## config.mk

```make
export PLATFORM = sky130hd
export DESIGN_NAME = slow_clk_gen
export DESIGN_NICKNAME = d
export VERILOG_FILES = /design/src/rtl/slow_clk_gen.sv
export SDC_FILE = /design/constraint.sdc
export NUM_CORES = 1
export LEC_CHECK = 0
export CAP_MARGIN = 25
export CORE_ASPECT_RATIO = 0.75
export CORE_MARGIN = 2
export CORE_UTILIZATION = 55
export CTS_CLUSTER_SIZE = 12
export DETAILED_ROUTE_END_ITERATION = 8
export PLACE_DENSITY = 0.73
export SYNTH_ARGS = -nofsm -noshare
export SYNTH_HDL_FRONTEND = slang
export SYNTH_SLANG_ARGS = --single-unit
```

## constraint.sdc

```tcl
create_clock -name sysclk -period 5.45 [get_ports sysclk]
set_input_delay 0.8175 -clock sysclk [delete_from_list [all_inputs] [get_ports sysclk]]
set_output_delay 0.8175 -clock sysclk [all_outputs]
set_load 0.02 [all_outputs]
```

## src/rtl/slow_clk_gen.sv

```systemverilog
// slow_clk_gen: parametrised counter-based clock-enable / square-wave generator.
// Optional macro SLOWCLK_PHASE_ALIGN_EN adds the align input for phase restart.
module slow_clk_gen #(
    parameter int NUM_CH = 3,
    parameter int CNT_W = 16,
    parameter logic [NUM_CH*CNT_W-1:0] DIV_INIT = {16'd4, 16'd16, 16'd16},
    parameter bit CASCADE = 1'b1,
    localparam int CH_W = (NUM_CH > 1) ? $clog2(NUM_CH) : 1
) (
    input  logic              sysclk,
    input  logic              rst,
    input  logic              cfg_valid,
    output logic              cfg_ready,
    input  logic [CH_W-1:0]   cfg_ch,
    input  logic [CNT_W-1:0]  cfg_div,
    output logic              cfg_err,
    output logic [NUM_CH-1:0] ce,
    output logic [NUM_CH-1:0] clk_out,
    output logic              locked
`ifdef SLOWCLK_PHASE_ALIGN_EN
    ,
    input  logic              align
`endif
);

    typedef enum logic [1:0] {
        ACQ,
        LOCK,
        PEND,
        SETTLE
    } state_t;

    localparam logic [CNT_W-1:0] ONE = CNT_W'(1);
    localparam logic [CNT_W-1:0] TWO = CNT_W'(2);
    localparam logic [CH_W:0] CH_LIM = (CH_W + 1)'(NUM_CH);

    state_t state;

    logic [CNT_W-1:0] cnt [NUM_CH];
    logic [CNT_W-1:0] div [NUM_CH];
    logic [CNT_W-1:0] cnt_nxt [NUM_CH];

    logic [NUM_CH-1:0] match;
    logic [NUM_CH-1:0] tick;
    logic [NUM_CH-1:0] wrap;
    logic [NUM_CH-1:0] seen;
    logic [NUM_CH-1:0] lvl;

    logic [CH_W-1:0]  p_ch;
    logic [CNT_W-1:0] p_div;

    logic align_w;
    logic illegal;
    logic take;
    logic p_wrap;

`ifdef SLOWCLK_PHASE_ALIGN_EN
    assign align_w = align;
`else
    assign align_w = 1'b0;
`endif

    assign illegal = (cfg_div < TWO) || ({1'b0, cfg_ch} >= CH_LIM);
    assign take    = cfg_valid & cfg_ready & ~illegal;
    assign p_wrap  = wrap[p_ch];

    // run carries the upstream wrap so the cascade has no self-loop
    always_comb begin
        logic run;
        run = 1'b1;
        for (int k = 0; k < NUM_CH; k++) begin
            match[k] = (cnt[k] == div[k] - ONE);
            tick[k] = (CASCADE && k > 0) ? run : 1'b1;
            wrap[k] = tick[k] & match[k];
            run = wrap[k];
            if (wrap[k]) begin
                cnt_nxt[k] = '0;
            end else if (tick[k]) begin
                cnt_nxt[k] = cnt[k] + ONE;
            end else begin
                cnt_nxt[k] = cnt[k];
            end
            lvl[k] = cnt_nxt[k] >= (div[k] - (div[k] >> 1));
        end
    end

    always_ff @(posedge sysclk) begin
        if (rst) begin
            for (int k = 0; k < NUM_CH; k++) begin
                cnt[k] <= '0;
                div[k] <= DIV_INIT[k*CNT_W +: CNT_W];
            end
            ce      <= '0;
            clk_out <= '0;
            seen    <= '0;
        end else if (align_w) begin
            for (int k = 0; k < NUM_CH; k++) begin
                cnt[k] <= '0;
            end
            if (state == PEND) begin
                div[p_ch] <= p_div;
            end
            if (take) begin
                div[cfg_ch] <= cfg_div;
            end
            ce      <= '0;
            clk_out <= '0;
            seen    <= '0;
        end else begin
            for (int k = 0; k < NUM_CH; k++) begin
                cnt[k] <= cnt_nxt[k];
            end
            if (state == PEND && p_wrap) begin
                div[p_ch] <= p_div;
            end
            ce      <= wrap;
            clk_out <= lvl;
            seen    <= seen | wrap;
        end
    end

    always_ff @(posedge sysclk) begin
        if (rst) begin
            state     <= ACQ;
            locked    <= 1'b0;
            cfg_ready <= 1'b1;
            cfg_err   <= 1'b0;
            p_ch      <= '0;
            p_div     <= '0;
        end else begin
            cfg_err <= cfg_valid & cfg_ready & illegal;
            if (align_w) begin
                state     <= ACQ;
                locked    <= 1'b0;
                cfg_ready <= 1'b1;
            end else begin
                unique case (state)
                    ACQ, LOCK: begin
                        if (take) begin
                            state     <= PEND;
                            locked    <= 1'b0;
                            cfg_ready <= 1'b0;
                            p_ch      <= cfg_ch;
                            p_div     <= cfg_div;
                        end else if (&seen) begin
                            state  <= LOCK;
                            locked <= 1'b1;
                        end
                    end
                    PEND: begin
                        if (p_wrap) begin
                            state <= SETTLE;
                        end
                    end
                    SETTLE: begin
                        if (p_wrap) begin
                            cfg_ready <= 1'b1;
                            if (&(seen | wrap)) begin
                                state  <= LOCK;
                                locked <= 1'b1;
                            end else begin
                                state <= ACQ;
                            end
                        end
                    end
                    default: begin
                        state <= ACQ;
                    end
                endcase
            end
        end
    end

endmodule

```

==> flow_metrics.py, run 1 <==
metrics = {
    "outcome": {
        "outcome": "complete, no violations",
    },
    "layout": {
        "stdcell_area_um2": 11400,
        "multi_input_area_um2": 6740,
        "seq_area_um2": 3040,
        "nets": 1360,
        "syn2layout_area_growth_pct": 11.1,
        "n_fill_cell": 1526,
        "drive_above_1_share_pct": 5.31,
    },
    "setup_path": {
        "r2r_cells": 18,
        "path_depth": 18,
        "critPathBufInv": 1,
        "required_ns": 5.77,
        "end_kind": "register",
        "crit_chain": "inv_1, ha_1, and4b_1, nand3_1, a2111oi_0, o2111ai_1, nor2_2, nand4_1, nor3_1, xnor2_1, nor2_1, ha_1, nor2b_1, o21ai_0, nand2b_1, a2111oi_0, a21boi_0, a41o_1",
        "cp_slowest_cell": "a2111oi_0",
        "r2r_slack_ns": 0.50,
        "cp-start-kind": "register",
        "critical_path_arrival_ns": 5.27,
        "slowest_delay_ns": 0.47,
        "criticalPathCategory": "register to register",
        "crit_family": "simple AND/OR/NAND/NOR gates",
        "cp_max_fo": 10,
    },
    "floorplan": {
        "die_w_um": 161,
        "die_area_um2": 19700,
        "rows": 43,
        "core-area_um2": 18300,
        "io_pins": 30,
        "initial_core_util_pct": 55.7,
        "die_h_um": 122,
    },
    "global_routing": {
        "grt_max_degree": 41,
        "overflow": 0,
        "grt_pass1_wl_mm": 41.3,
        "grt_pass1_vias": 7754,
        "grt_usage_pct": 26.9,
        "antenna_found_initial": 0,
    },
    "detailed_routing": {
        "via_per_inst": 5.65,
        "drc": 0,
        "first_pass_iters": 5,
        "drtIter0Drc": 735,
        "ant_nets": 0,
        "wire_per_inst_um": 17.4,
        "dr_total_vias": 8203,
        "totalWireLength_mm": 25.3,
    },
    "run": {
        "cap_violations": 0,
    },
    "yosys": {
        "syn_inst": 1157,
        "avgSynthCellArea_um2": 8.84,
        "ys_ff_latch": 128,
        "synthFlopType": "dfxtp_1",
        "syn_nets": 1325,
        "netlist_area_um2": 10200,
        "seq_area_frac_synth_pct": 29.8,
        "async_flop_share_pct": 0,
        "synth-edff-count": 48,
        "synthDistinctLibCells": 74,
        "ys_warn_count": 0,
    },
    "clocking": {
        "cts_max_path_buffers": 2,
        "cts_resized": 0,
        "clock_latency_ns": 0.43,
        "cts_sinks": 128,
        "cts_root_buf": "clkbuf_16",
        "numCtsBuffers": 17,
        "cts_tree": "built",
        "clkTransAtPathRegs_ns": 0.06,
        "htreeDepth": 4,
        "cts_post_setup_buffers_inserted": 0,
        "cts_hold_buf": 0,
    },
    "sta": {
        "whs_ns": 0.490,
        "finalHoldViolCount": 0,
        "setup_tns_ns": 0,
        "worst_pin_slew_ns": 1.00,
        "fmax_mhz": 202,
        "setup_viol": 0,
        "fin_crit_sh_pct": 90.9,
        "slew_headroom_pct": 32.7,
        "finClkSkew_ns": 0.0106,
        "min_period_ns": 4.95,
        "slew_viol_final": 0,
        "rsz0062_at_grt": "false",
    },
    "power": {
        "leakage_nw": 4.87,
        "ir_worst_vdd_mv": 0.201,
        "powerDensity_nw_per_um2": 221,
    },
    "placed_design": {
        "gp_congestion": 0.916,
        "place_hpwl_mm": 19.9,
        "placed_cell_area_um2": 10800,
        "portBuffers": 29,
    },
    "worst_hold_path": {
        "hp-class": "register to register",
        "min_path_cells": 2,
    },
}
==> cell families (layout without fill, tap and decap cells) <==
| group | after synthesis | in the layout | synth area share (%) |
|---|---|---|---|
| AOI/OAI and AO/OA | 173 | 173 | 11.5 |
| xor gates and xnor gates | 143 | 143 | 12.2 |
| adders and majority gates | 147 | 147 | 18.2 |
| buffers and inverters | 117 | 165 | 4.47 |
| DFF | 128 | 128 | 29.8 |
| muxes | 23 | 23 | 2.26 |
| other | 0 | 1 | 0 |
| and+or+nand+nor | 426 | 426 | 21.6 |
==> worst paths after layout <==
check                               start                    end
setup / recovery  div[1][2]$_SDFFCE_PN0P_  clk_out[2]$_SDFF_PP0_
hold / removal         seen[1]$_SDFF_PP0_     seen[1]$_SDFF_PP0_
setup reg to reg  div[1][2]$_SDFFCE_PN0P_  clk_out[2]$_SDFF_PP0_
hold reg to reg        seen[1]$_SDFF_PP0_     seen[1]$_SDFF_PP0_
==> cell type report <==
cell class	instances	area share [%]
multi-input combinational	912	59.4
sequential	128	26.8
clock buffer	19	4.00
inverter	96	3.17
timing repair buffer	37	3.04
tap	247	2.72
clock inverter	13	0.903
antenna	1	0.0220
==> per-stage QoR <==
stage | setup WS (ns) | utilization [%] | total power (W) | cells
4_1_cts | 0.335 | 61.9 | 0.00251 | 1452
3_5_place_dp | 0.390 | 58.8 | 0.00144 | 1420
3_3_place_gp | 0.574 | 58.8 | 0.00143 | 1420
5_1_grt | 0.143 | 61.9 | 0.00261 | 1452
2_1_floorplan | 1.17 | - | 0.00133 | 1157
6_report | 0.499 | 61.9 | 0.00251 | 1453
==> where the power goes <==
group          switching (W)  internal [W]
Clock               0.000468      0.000614
Combinational       0.000200      0.000167
Sequential         0.0000395       0.00102
==> worst min-delay path, stage by stage, from the launching register on <==
cell and delay, ns:
dfxtp_1 0.34, nor2_1 0.05, nor2_1 0.07
==> synthesized netlist by cell type (13+ instances only) <==
cell | instances | area (um2)
edfxtp_1 | 48 | 1440
and2_1 | 55 | 344
and3_1 | 21 | 131
nand4_1 | 16 | 100
nand2b_1 | 18 | 113
a21oi_1 | 44 | 220
nor2_1 | 150 | 563
dfxtp_1 | 80 | 1600
o21ai_0 | 32 | 160
ha_1 | 144 | 1800
nand3_1 | 19 | 95.1
nor2b_1 | 13 | 81.3
xnor2_1 | 96 | 841
nand2_1 | 47 | 176
inv_1 | 96 | 360
mux2i_1 | 22 | 220
a21o_1 | 14 | 105
nor3_1 | 43 | 215
xor2_1 | 47 | 412
==> registers in the layout (all words and copies together), names as in the netlist, 2 cells and up <==
name and count:
ce 3, clk_out 3, cnt 48, div 48, p_ch 2, p_div 16
seen 3, state 2
==> cells in the final DEF (no fill, tap or decap), types with 7 or more instances in the layout <==
cell / netlist / routed
a2111oi_0: 8 / 8
a211oi_1: 8 / 8
a21o_1: 14 / 14
a21oi_1: 44 / 44
a221oi_1: 8 / 8
a31oi_1: 7 / 7
and2_1: 55 / 55
and3_1: 21 / 21
buf_4: 1 / 8
clkbuf_16: 0 / 18
clkdlybuf4s50_1: 0 / 28
dfxtp_1: 80 / 80
edfxtp_1: 48 / 48
ha_1: 144 / 144
inv_1: 96 / 96
mux2i_1: 22 / 22
nand2_1: 47 / 47
nand2b_1: 18 / 18
nand3_1: 19 / 19
nand4_1: 16 / 16
nor2_1: 150 / 150
nor2b_1: 13 / 12
nor3_1: 43 / 43
nor4_1: 10 / 9
o21ai_0: 32 / 31
o21bai_1: 9 / 9
xnor2_1: 96 / 96
xor2_1: 47 / 47
==> per-layer routing <==
layer | track usage (%) | vias up | part of all wire, %
met3 | 4.70 | 24 | 6.4
met5 | 0 | - | 0
li1 | - | 4106 | -
met1 | 41.2 | 3840 | 51
met2 | 38.8 | 233 | 41
met4 | 7.20 | 0 | 1.7
Note: power is estimated with default switching activity, not from simulation.
==> run 2: changes to the inputs <==
Settings changed: CTS_BUF_LIST from default to sky130_fd_sc_hd__clkbuf_4.
==> run 2 against run 1 <==
Largest cell class unchanged; first-iteration DRC count is 8.6% higher; cell count about the same; critical path type unchanged; clock power shrank 40%; worst hold slack improved by 0.013 ns; power is 17% lower; clock-buffer cell count decreased by 1; highest routed layer unchanged; sequential share of layout area increased by 0.69 points.
==> flow_metrics.py, run 2 (synthesis results as in run 1) <==
metrics = {
    "power": {
        "powerDensity_nw_per_um2": 187,
        "leakage_nw": 4.74,
        "ir_worst_vdd_mv": 0.150,
        "p_total_w": 0.00207,
    },
    "sta": {
        "fin_crit_sh_pct": 91.3,
        "slew_headroom_pct": 33.2,
        "min_period_ns": 4.97,
        "setup_tns_ns": 0,
        "finClkSkew_ns": 0.0283,
        "slew_viol_final": 0,
        "whs_ns": 0.504,
        "worst_pin_slew_ns": 0.996,
        "fmax_mhz": 201,
        "rsz0062_at_grt": "false",
        "setup_slack_ns": 0.476,
        "finalHoldViolCount": 0,
        "setup_viol": 0,
    },
    "placed_design": {
        "gp_congestion": 0.916,
        "place_hpwl_mm": 19.9,
        "place_ws_ns": 0.390,
        "dpl.cell_count": 1420,
        "portBuffers": 29,
    },
    "detailed_routing": {
        "dr_total_vias": 8206,
        "ant_nets": 0,
        "drtIter0Drc": 798,
        "via_per_inst": 5.64,
        "totalWireLength_mm": 25.1,
        "wire_per_inst_um": 17.3,
        "first_pass_iters": 5,
        "drc": 0,
    },
    "layout": {
        "mostFrequentLayoutCells": "nor2_1 (150), ha_1 (144), inv_1 (96), xnor2_1 (96), dfxtp_1 (80)",
        "nets": 1360,
        "layout_commonest_cell": "nor2_1",
        "drive_above_1_share_pct": 5.39,
        "instances_no_fill": 1454,
        "top_regs": "cnt (48), div (48), p_div (16)",
        "syn2layout_area_growth_pct": 8.30,
    },
    "global_routing": {
        "overflow": 0,
        "antenna_found_initial": 1,
        "grt_max_degree": 41,
        "grt_usage_pct": 26.8,
        "grt_pass1_vias": 7738,
        "grt_pass1_wl_mm": 41.1,
    },
    "setup_path": {
        "cp-start-kind": "register",
        "rr_startpoint": "div[1][2]$_SDFFCE_PN0P_",
        "required_ns": 5.91,
        "timing.critical_path.from": "div[1][2]$_SDFFCE_PN0P_",
        "end_kind": "register",
        "r2r_slack_ns": 0.48,
        "cp_max_fo": 10,
        "critical_path_arrival_ns": 5.44,
        "criticalPathCategory": "register to register",
    },
    "floorplan": {
        "io_pins": 30,
        "rows": 43,
        "die_w_um": 161,
        "initial_core_util_pct": 55.7,
        "core-area_um2": 18300,
        "die_h_um": 122,
        "die_area_um2": 19700,
    },
    "worst_hold_path": {
        "min_from": "seen[1]$_SDFF_PP0_",
        "hp-class": "register to register",
    },
    "clocking": {
        "clock_latency_ns": 0.58,
        "cts_root_buf": "clkbuf_4",
        "cts_resized": 0,
        "cts_post_setup_buffers_inserted": 0,
        "clkTransAtPathRegs_ns": 0.13,
        "numCtsBuffers": 17,
        "cts_tree": "built",
        "cts_sinks": 128,
        "cts_hold_buf": 0,
        "cts_max_path_buffers": 2,
        "htreeDepth": 4,
    },
    "run": {
        "cap_violations": 0,
    },
    "outcome": {
        "outcome": "complete, no violations",
    },
}
-- run 2: changes by cell type in the layout (fill, tap and decap cells not counted) --
| cell | previous run | this run |
|---|---|---|
| clkbuf_1 | 1 | 0 |
| clkbuf_4 | 0 | 18 |
| bufinv_16 | 0 | 1 |
| clkbuf_16 | 18 | 0 |
| diode_2 | 1 | 2 |
-- run 2: metrics by stage --
stage	cell area, um2	utilization (%)
after floorplan	10200	-
after global placement	10800	58.8
after detailed placement	10800	58.8
after CTS	11100	60.3
after global routing	11100	60.3
final	11100	60.4
-- run 2: layout make-up --
type	count	area, um2
sequential	128	3040
fill	1571	7270
multi-input combinational	912	6740
clock inverter	14	133
timing repair buffer	37	345
inverter	96	360
antenna	2	5.00
clock buffer	18	135
tap	247	309
-- run 2: where the power goes --
group	switching (W)	internal, W	leakage [nW]
Clock	0.000415	0.000237	0.136
Combinational	0.000200	0.000167	3.48
Sequential	0.0000390	0.00102	1.13
-- run 2: path summary, 6_finish.rpt --
path,to,cells after the start
setup / recovery,clk_out[2]$_SDFF_PP0_,18
setup reg to reg,clk_out[2]$_SDFF_PP0_,18
hold reg to reg,seen[1]$_SDFF_PP0_,2
hold / removal,seen[1]$_SDFF_PP0_,2
-- run 2: routing by layer --
layer	up-vias	routed length, um	GRT usage, %
met3	33	1630	5.28
li1	4103	-	-
met2	195	10100	38.2
met5	-	0	0
met1	3875	12900	40.8
met4	0	457	7.14
-- run 2: worst max-delay path, cell delays in order (launching register included) --
cell and delay (ns):
edfxtp_1 0.45, inv_1 0.18, ha_1 0.23, and4b_1 0.30
nand3_1 0.16, a2111oi_0 0.45, o2111ai_1 0.27, nor2_2 0.40
nand4_1 0.39, nor3_1 0.29, xnor2_1 0.17, nor2_1 0.06
ha_1 0.31, nor2b_1 0.13, o21ai_0 0.15, nand2b_1 0.07
a2111oi_0 0.45, a21boi_0 0.16, a41o_1 0.22
